**config.mk**
```make
export PLATFORM = sky130hd
export DESIGN_NAME = mem_arbiter
export DESIGN_NICKNAME = d
export VERILOG_FILES = /design/src/rtl/mem_arbiter.sv
export SDC_FILE = /design/constraint.sdc
export NUM_CORES = 1
export LEC_CHECK = 0
export BUFFER_PORTS_ARGS = -buffer_cell sky130_fd_sc_hd__buf_2
export CORE_ASPECT_RATIO = 1.5
export CORE_MARGIN = 2
export CORE_UTILIZATION = 50
export CTS_BUF_LIST = sky130_fd_sc_hd__clkbuf_4
export DETAILED_ROUTE_END_ITERATION = 10
export HOLD_SLACK_MARGIN = 0.03
export PLACE_DENSITY = 0.85
export SYNTH_ARGS = -nofsm -noshare
export SYNTH_HDL_FRONTEND = slang
export SYNTH_SLANG_ARGS = --single-unit
```
**constraint.sdc**
```tcl
create_clock -name clock -period 3.92 [get_ports clock]
set_input_delay 0.392 -clock clock [delete_from_list [all_inputs] [get_ports clock]]
set_output_delay 0.392 -clock clock [all_outputs]
set_load 0.01 [all_outputs]
```
**src/rtl/mem_arbiter.sv**
```systemverilog
// Arbitrates instruction-fetch and data requests onto one single-port memory, one access in flight.
// Latency: grant is combinational in IDLE, mem_en the next cycle, valid one cycle after mem_ready.
// Backpressure: requesters hold req until gnt; the memory stalls the access by withholding mem_ready.
module mem_arbiter #(
    parameter int STARVE_LIMIT = 4,
    parameter int AW           = 32
) (
    input  logic          clock,
    input  logic          reset,
    input  logic          if_req,
    input  logic [AW-1:0] if_addr,
    output logic          if_gnt,
    output logic [31:0]   if_rdata,
    output logic          if_valid,
    input  logic          dm_req,
    input  logic          dm_we,
    input  logic [AW-1:0] dm_addr,
    input  logic [31:0]   dm_wdata,
    output logic          dm_gnt,
    output logic [31:0]   dm_rdata,
    output logic          dm_valid,
    output logic          mem_en,
    output logic          mem_we,
    output logic [AW-1:0] mem_addr,
    output logic [31:0]   mem_wdata,
    input  logic [31:0]   mem_rdata,
    input  logic          mem_ready
);

    typedef enum logic [1:0] {
        IDLE    = 2'd0,
        BUSY_IF = 2'd1,
        BUSY_DM = 2'd2
    } state_t;

    localparam logic [3:0] LIMIT = 4'(STARVE_LIMIT);

    state_t        state_q, state_d;
    logic [3:0]    starve_q, starve_d;
    logic [AW-1:0] addr_q, addr_d;
    logic          we_q, we_d;
    logic [31:0]   wdata_q, wdata_d;
    logic [31:0]   if_rdata_q, if_rdata_d;
    logic [31:0]   dm_rdata_q, dm_rdata_d;
    logic          if_valid_q, if_valid_d;
    logic          dm_valid_q, dm_valid_d;
    logic          if_win, dm_win;

    // Data side wins ties until the fetch has been passed over STARVE_LIMIT times.
    always_comb begin
        if_win = if_req && (!dm_req || (starve_q == LIMIT));
        dm_win = dm_req && !if_win;
    end

    always_ff @(posedge clock or negedge reset) begin
        if (!reset) begin
            state_q <= IDLE;
        end else begin
            state_q <= state_d;
        end
    end

    always_comb begin
        state_d = state_q;
        case (state_q)
            IDLE: begin
                if (if_win) begin
                    state_d = BUSY_IF;
                end else if (dm_win) begin
                    state_d = BUSY_DM;
                end
            end
            BUSY_IF, BUSY_DM: begin
                if (mem_ready) begin
                    state_d = IDLE;
                end
            end
            default: state_d = IDLE;
        endcase
    end

    always_comb begin
        if_gnt    = (state_q == IDLE) && if_win;
        dm_gnt    = (state_q == IDLE) && dm_win;
        mem_en    = (state_q == BUSY_IF) || (state_q == BUSY_DM);
        mem_we    = (state_q == BUSY_DM) && we_q;
        mem_addr  = addr_q;
        mem_wdata = wdata_q;
        if_rdata  = if_rdata_q;
        if_valid  = if_valid_q;
        dm_rdata  = dm_rdata_q;
        dm_valid  = dm_valid_q;
    end

    always_comb begin
        addr_d   = addr_q;
        we_d     = we_q;
        wdata_d  = wdata_q;
        starve_d = starve_q;
        if (if_gnt) begin
            addr_d   = if_addr;
            we_d     = 1'b0;
            wdata_d  = '0;
            starve_d = '0;
        end else if (dm_gnt) begin
            addr_d  = dm_addr;
            we_d    = dm_we;
            wdata_d = dm_wdata;
            if (if_req && (starve_q < LIMIT)) begin
                starve_d = starve_q + 4'd1;
            end
        end
        // Stores also capture mem_rdata; the requester ignores it.
        if_valid_d = (state_q == BUSY_IF) && mem_ready;
        dm_valid_d = (state_q == BUSY_DM) && mem_ready;
        if_rdata_d = if_valid_d ? mem_rdata : if_rdata_q;
        dm_rdata_d = dm_valid_d ? mem_rdata : dm_rdata_q;
    end

    always_ff @(posedge clock or negedge reset) begin
        if (!reset) begin
            starve_q   <= '0;
            addr_q     <= '0;
            we_q       <= 1'b0;
            wdata_q    <= '0;
            if_rdata_q <= '0;
            dm_rdata_q <= '0;
            if_valid_q <= 1'b0;
            dm_valid_q <= 1'b0;
        end else begin
            starve_q   <= starve_d;
            addr_q     <= addr_d;
            we_q       <= we_d;
            wdata_q    <= wdata_d;
            if_rdata_q <= if_rdata_d;
            dm_rdata_q <= dm_rdata_d;
            if_valid_q <= if_valid_d;
            dm_valid_q <= dm_valid_d;
        end
    end

endmodule

```
==> results of run 1 <==
==> through the flow <==
step | cells | worst slack, ns | hold slack, ns | utilization | power, uW
finish | 865 | 1.18 | 0.0933 | 0.672 | 6250
global route | 865 | 1.02 | 0.0350 | 0.672 | 6650
CTS | 864 | 1.14 | 0.0350 | 0.672 | 6310
detailed placement | 829 | 1.56 | 0.434 | 0.644 | 5360
global placement | 829 | 1.70 | 0.418 | 0.644 | 5190
floorplan | 437 | 2.18 | 0.0964 | - | 4270
==> report_power, final <==
part / switching, uW / internal (uW) / total, uW
registers: 401 / 2080 / 2480
logic: 1530 / 1320 / 2840
clock network: 529 / 400 / 929
==> worst max path at each step <==
stage | from | to | slack [ns] | cells past startpoint
finish | state_q[0]$_DFFE_PN0P_ | dm_gnt | 1.18 | 5
detailed placement | dm_req | mem_addr[1]$_DFFE_PN0P_ | 1.56 | 5
global route | starve_q[0]$_DFFE_PN0P_ | if_gnt | 1.02 | 7
global placement | dm_req | mem_addr[6]$_DFFE_PN0P_ | 1.70 | 5
floorplan | starve_q[0]$_DFFE_PN0P_ | if_gnt | 2.18 | 8
CTS | state_q[0]$_DFFE_PN0P_ | dm_gnt | 1.14 | 5
==> layout make-up <==
cell class	instances	area (sq um)
well taps	147	184
multi-input cells	259	2090
diodes	1	2.50
repair buffers	280	1450
clock inverters	13	143
fillers	837	3640
clock buffers	19	143
flip-flops and latches	137	3430
inverters	9	33.8
==> critical path: stages, from the launching register on <==
cell     delay (ns)
dfrtp_1        0.40
inv_1          0.10
ha_1           0.32
nand2_1        0.13
a31oi_4        0.61
buf_2          0.27
==> registers in the layout, indices dropped and copies added (netlist names) <==
name / cells
if_rdata: 32
mem_wdata: 32
dm_rdata: 32
state_q: 2
dm_valid: 1
if_valid: 1
we_q: 1
mem_addr: 32
starve_q: 4
==> cells by family (layout without fill, tap and decap cells) <==
family                   after synthesis  count (layout)  synth area share
AND/OR/NAND/NOR                       48              48            0.0358
multiplexers                          65              65             0.128
AO/OA/AOI/OAI                        141             141             0.188
adder cells (fa/ha/maj)                5               5            0.0109
flip-flops                           137             137             0.599
buffers and inverters                 41             321            0.0393
other                                  0               1                 0
==> metal layers <==
layer  up-vias  routed length (um)  track usage
met5         -                   0            0
met4         0                 348        0.120
met3        25                 866       0.0547
met2       216                7980        0.426
met1      2316                5760        0.276
li1       2111                   -            -
==> repair_timing <==
item,CTS,global route
hold endpoints to repair,67,0
hold buffers,3,0
endpoints found under the setup margin,0,0
==> cell usage in the layout (no fill, tap or decap), types with 2 or more instances in the layout <==
master,count
a21oi_1,65
a22o_1,35
a22oi_1,5
a22oi_2,27
buf_2,266
buf_4,10
bufinv_16,2
clkbuf_4,19
clkinv_2,2
clkinv_4,3
dfrtp_1,137
dlygate4sd3_1,3
ha_1,5
inv_1,7
inv_2,2
inv_6,4
mux2_2,64
nand2_1,40
nor2b_1,2
nor2b_2,2
o21ai_0,2
==> out/metrics.yaml, run 1 <==
clock_network:
  clk_path_buf_depth: 2
  cts_tree: "yes"
  clock_latency_ns: 0.52
  postCtsSetupRepairBufs: 0
  htreeDepth: 4
  path_clk_slew_ns: 0.14
  cts.sinks: 137
  cts-resized-gates: 0
  clockRootBuffer: "clkbuf_4"
  cts_made_buffers: 17
synthesis:
  synth_cell_type_count: 29
  synth_area_leader_cell: "dfrtp_1"
  synth_commonest_cells: "137 x dfrtp_1, 65 x a21oi_1, 64 x mux2_2, 40 x nand2_1, 35 x a22o_1"
  synth-warning-count: 0
  synth_edf_count: 0
  ys_seq_area_frac: 0.599
  ys_seq_elements: 137
  netlist.area_leader.share: 0.599
  ys.flop_type: "dfrtp_1"
  async_flop_share: 1.00
  yosys.cell_count.top_type: "dfrtp_1"
  synth_cells: 437
  avgSynthCellArea_sq_um: 13.1
  synth_area_sq_um: 5730
  synth_area_leaders: "dfrtp_1 60%, mux2_2 13%, a22oi_2 5.9%, a21oi_1 5.7%, a22o_1 5.4%"
  synthesis.nets: 576
setup_path:
  r2r-end: "mem_addr[20]$_DFFE_PN0P_"
  cp-start-kind: "flop"
  cp_data_required_time_ns: 3.53
  cp.arrival_ns: 2.35
  cp-end-kind: "primary output"
  reg2reg_slack_ns: 1.63
  r2r_start: "state_q[0]$_DFFE_PN0P_"
  crit_type: "reg -> out"
  r2r_cells: 7
  path_max_fanout: 23
die:
  dieArea_sq_um: 12300
  die_h_um: 135
  num_rows: 47
  start_util: 0.515
  ios: 268
  die_x_um: 91.4
  core_sq_um: 11100
drt:
  antenna_left: 0
  drcViolationCount: 0
  wl_mm: 15.0
  vias: 4668
  vias_per_cell: 5.40
  drt_iter0_markers: 261
  dr.pass1.iters: 5
  wl_per_cell_um: 17.3
final_layout:
  drive_gt1_frac: 0.565
  nets: 843
  syn2layout_area_growth_pct: 30.5
  final_area_sq_um: 7470
timing:
  finalSetupViolCount: 0
  finalSetupTns_ns: 0
  period_share: 0.699
  min_period_ns: 2.74
  relSlewSlack: 0.419
  slew_viol_final: 0
  hold_viol_final: 0
  rsz0062_at_grt: "no"
  worst_clock_skew_ns: 0.0283
  fmax_mhz: 365
  worstMarginPinSlew_ns: 0.868
power_and_ir_drop:
  p_per_area_nw_per_um2: 837
  ir_drop_uv: 522
  power_leakage_uw: 0.00383
worst_hold_path:
  hold_depth: 2
  hold_path_class: "in -> reg"
  holdPathEnd: "mem_wdata[21]$_DFFE_PN0P_"
  hold_start: "dm_wdata[21]"
grt:
  grt_pass1_vias: 4886
  grt_max_degree: 68
  overflow: 0
  antenna_found_initial: 1
  grt_pass1_wl_mm: 23.6
  grt.total_usage: 0.242
placed_design:
  io_buffers: 267
  place_hpwl_mm: 10.8
  place.gp.congestion: 0.827
  placed_cell_area_sq_um: 7160
status:
  status: "finished, final reports clean"
job:
  maxCapViolCount: 0
(Power assumes the default switching activity.)
==> inputs of run 2 (changes only) <==
--- a/config.mk
+++ b/config.mk
@@ -8,11 +8,11 @@
 export BUFFER_PORTS_ARGS = -buffer_cell sky130_fd_sc_hd__buf_2
 export CORE_ASPECT_RATIO = 1.5
 export CORE_MARGIN = 2
-export CORE_UTILIZATION = 50
+export CORE_UTILIZATION = 48
 export CTS_BUF_LIST = sky130_fd_sc_hd__clkbuf_4
 export DETAILED_ROUTE_END_ITERATION = 10
 export HOLD_SLACK_MARGIN = 0.03
-export PLACE_DENSITY = 0.85
+export PLACE_DENSITY = 0.82
 export SYNTH_ARGS = -nofsm -noshare
 export SYNTH_HDL_FRONTEND = slang
 export SYNTH_SLANG_ARGS = --single-unit
==> constraint.sdc (replaced) <==
create_clock -name clock -period 2.6 [get_ports clock]
set_input_delay 0.26 -clock clock [delete_from_list [all_inputs] [get_ports clock]]
set_output_delay 0.26 -clock clock [all_outputs]
set_load 0.01 [all_outputs]
==> run 2 against run 1 <==
  * Final cell count is 12% higher
  * Non-clock buffer count is 103 higher
  * Global-route usage is 4.1 points higher
  * Utilization is 6.9 points higher
  * Routed wire length is 22% higher
  * Die area is 4.0% higher
  * Clock power is 65% higher
  * Setup slack worse by 1.0 ns
  * Sequential cell count stayed put
  * Largest power group unchanged
  * Register-to-register slack worse by 1.5 ns
  * Total power is 59% higher
  * Final area is 15% higher
==> out/metrics.yaml, run 2 (synthesized netlist as in run 1, its figures left out) <==
status:
  status: "finished, final reports clean"
drt:
  drt_iter0_markers: 232
  antenna_left: 0
  wl_mm: 18.3
  wl_per_cell_um: 18.8
  vias: 5292
  vias_per_cell: 5.44
  drcViolationCount: 0
  dr.pass1.iters: 5
timing:
  worstMarginPinSlew_ns: 0.949
  fmax_mhz: 410
  period_share: 0.938
  relSlewSlack: 0.365
  finalSetupTns_ns: 0
  min_period_ns: 2.44
  worst_clock_skew_ns: 0.0270
  hold_viol_final: 0
  finalSetupViolCount: 0
  slew_viol_final: 0
  setup_ws_ns: 0.160
  rsz0062_at_grt: "no"
  whs_ns: 0.0745
final_layout:
  drive_gt1_frac: 0.498
  nets: 946
  fillers: 725
  syn2layout_area_growth_pct: 50.0
  final_cell_mix: "266 x buf_2, 137 x dfrtp_1, 104 x dlygate4sd3_1, 65 x a21oi_1, 64 x mux2_2"
  mostFrequentLayoutCell: "buf_2"
die:
  die_h_um: 138
  die_x_um: 93.2
  dieArea_sq_um: 12800
  start_util: 0.494
  ios: 268
  core_sq_um: 11600
  num_rows: 48
grt:
  grt.total_usage: 0.283
  grt_max_degree: 64
  grt_pass1_vias: 5570
  overflow: 0
  antenna_found_initial: 3
  grt_pass1_wl_mm: 27.7
setup_path:
  path_max_fanout: 26
  reg2reg_slack_ns: 0.16
  crit_type: "reg -> reg"
  critical_path.max_stage_delay_ns: 0.56
  r2r_start: "starve_q[0]$_DFFE_PN0P_"
  cp-end-kind: "flop"
  cp_data_required_time_ns: 3.03
  r2r-end: "mem_addr[4]$_DFFE_PN0P_"
  cp.arrival_ns: 2.87
  r2r_cells: 8
  cp-start-kind: "flop"
  cp_slowest_cell: "dlygate4sd3_1"
  crit_path_cell_trace: "inv_1, ha_1, nor2b_2, nand2_1, a21o_1, buf_12, a22oi_1, dlygate4sd3_1"
  crit_start: "starve_q[0]$_DFFE_PN0P_"
worst_hold_path:
  hold_start: "if_addr[27]"
  hold_path_class: "in -> reg"
  hold_depth: 3
  holdPathEnd: "mem_addr[27]$_DFFE_PN0P_"
placed_design:
  place_hpwl_mm: 11.5
  io_buffers: 267
  place_ws_ns: 0.692
  place.gp.congestion: 0.877
clock_network:
  cts_tree: "yes"
  postCtsSetupRepairBufs: 0
  clk_path_buf_depth: 2
  cts.sinks: 137
  htreeDepth: 4
  clock_latency_ns: 0.54
  clockRootBuffer: "clkbuf_4"
  path_clk_slew_ns: 0.12
  cts_made_buffers: 17
job:
  maxCapViolCount: 0
power_and_ir_drop:
  p_per_area_nw_per_um2: 1160
  power_leakage_uw: 0.00429
  ir_drop_uv: 563
## run 2: worst max path at each step
stage                              end  slack (ns)  depth (start not counted)
6_report       mem_addr[4]$_DFFE_PN0P_        0.16                          8
3_3_place_gp   mem_addr[0]$_DFFE_PN0P_        0.80                          5
3_5_place_dp   mem_addr[0]$_DFFE_PN0P_        0.69                          5
5_1_grt                         dm_gnt        0.02                          6
4_1_cts        mem_addr[4]$_DFFE_PN0P_        0.16                          8
2_1_floorplan                   if_gnt        0.99                          8
## run 2: layer usage
layer | wire length [um] | track usage
met2 | 9940 | 0.506
met1 | 6250 | 0.299
met3 | 1170 | 0.0706
met4 | 896 | 0.166
met5 | 0 | 0
## run 2: per-stage QoR
| step | util | std cells | instance area, sq um | total power (uW) |
|---|---|---|---|---|
| 2_1_floorplan | - | 437 | 5730 | 6430 |
| 3_3_place_gp | 0.623 | 834 | 7220 | 7950 |
| 3_5_place_dp | 0.623 | 834 | 7220 | 8190 |
| 4_1_cts | 0.740 | 969 | 8570 | 9930 |
| 5_1_grt | 0.741 | 973 | 8590 | 10500 |
| 6_report | 0.741 | 973 | 8590 | 9970 |
## run 2: layout make-up
class / count / area [sq um] / share of cell area
flip-flops and latches: 137 / 3430 / 0.399
repair buffers: 383 / 2520 / 0.294
multi-input cells: 259 / 2090 / 0.244
clock inverters: 15 / 189 / 0.0220
well taps: 150 / 188 / 0.0218
clock buffers: 17 / 128 / 0.0149
inverters: 9 / 33.8 / 0.00393
diodes: 3 / 7.51 / 0.000874
## run 2: worst max-delay path, delay by kind of cell (launching register included)
| family | cells | cell delay [ns] |
|---|---|---|
| AO/OA/AOI/OAI | 2 | 0.54 |
| AND/OR/NAND/NOR | 2 | 0.27 |
| buffers and inverters | 3 | 0.91 |
| flip-flops | 1 | 0.41 |
| adder cells (fa/ha/maj) | 1 | 0.21 |
## run 2: where the power goes
part	total [uW]	leakage [uW]	switching (uW)	internal, uW
sequential	3760	0.00169	624	3130
clock	1530	0.000164	843	685
combinational	4690	0.00244	2470	2220
total	9970	0.00429	3930	6040
## run 2: repair_timing
item	in CTS	in global routing
hold buffers	103	1
hold endpoints to repair	189	1
resized for setup	0	0
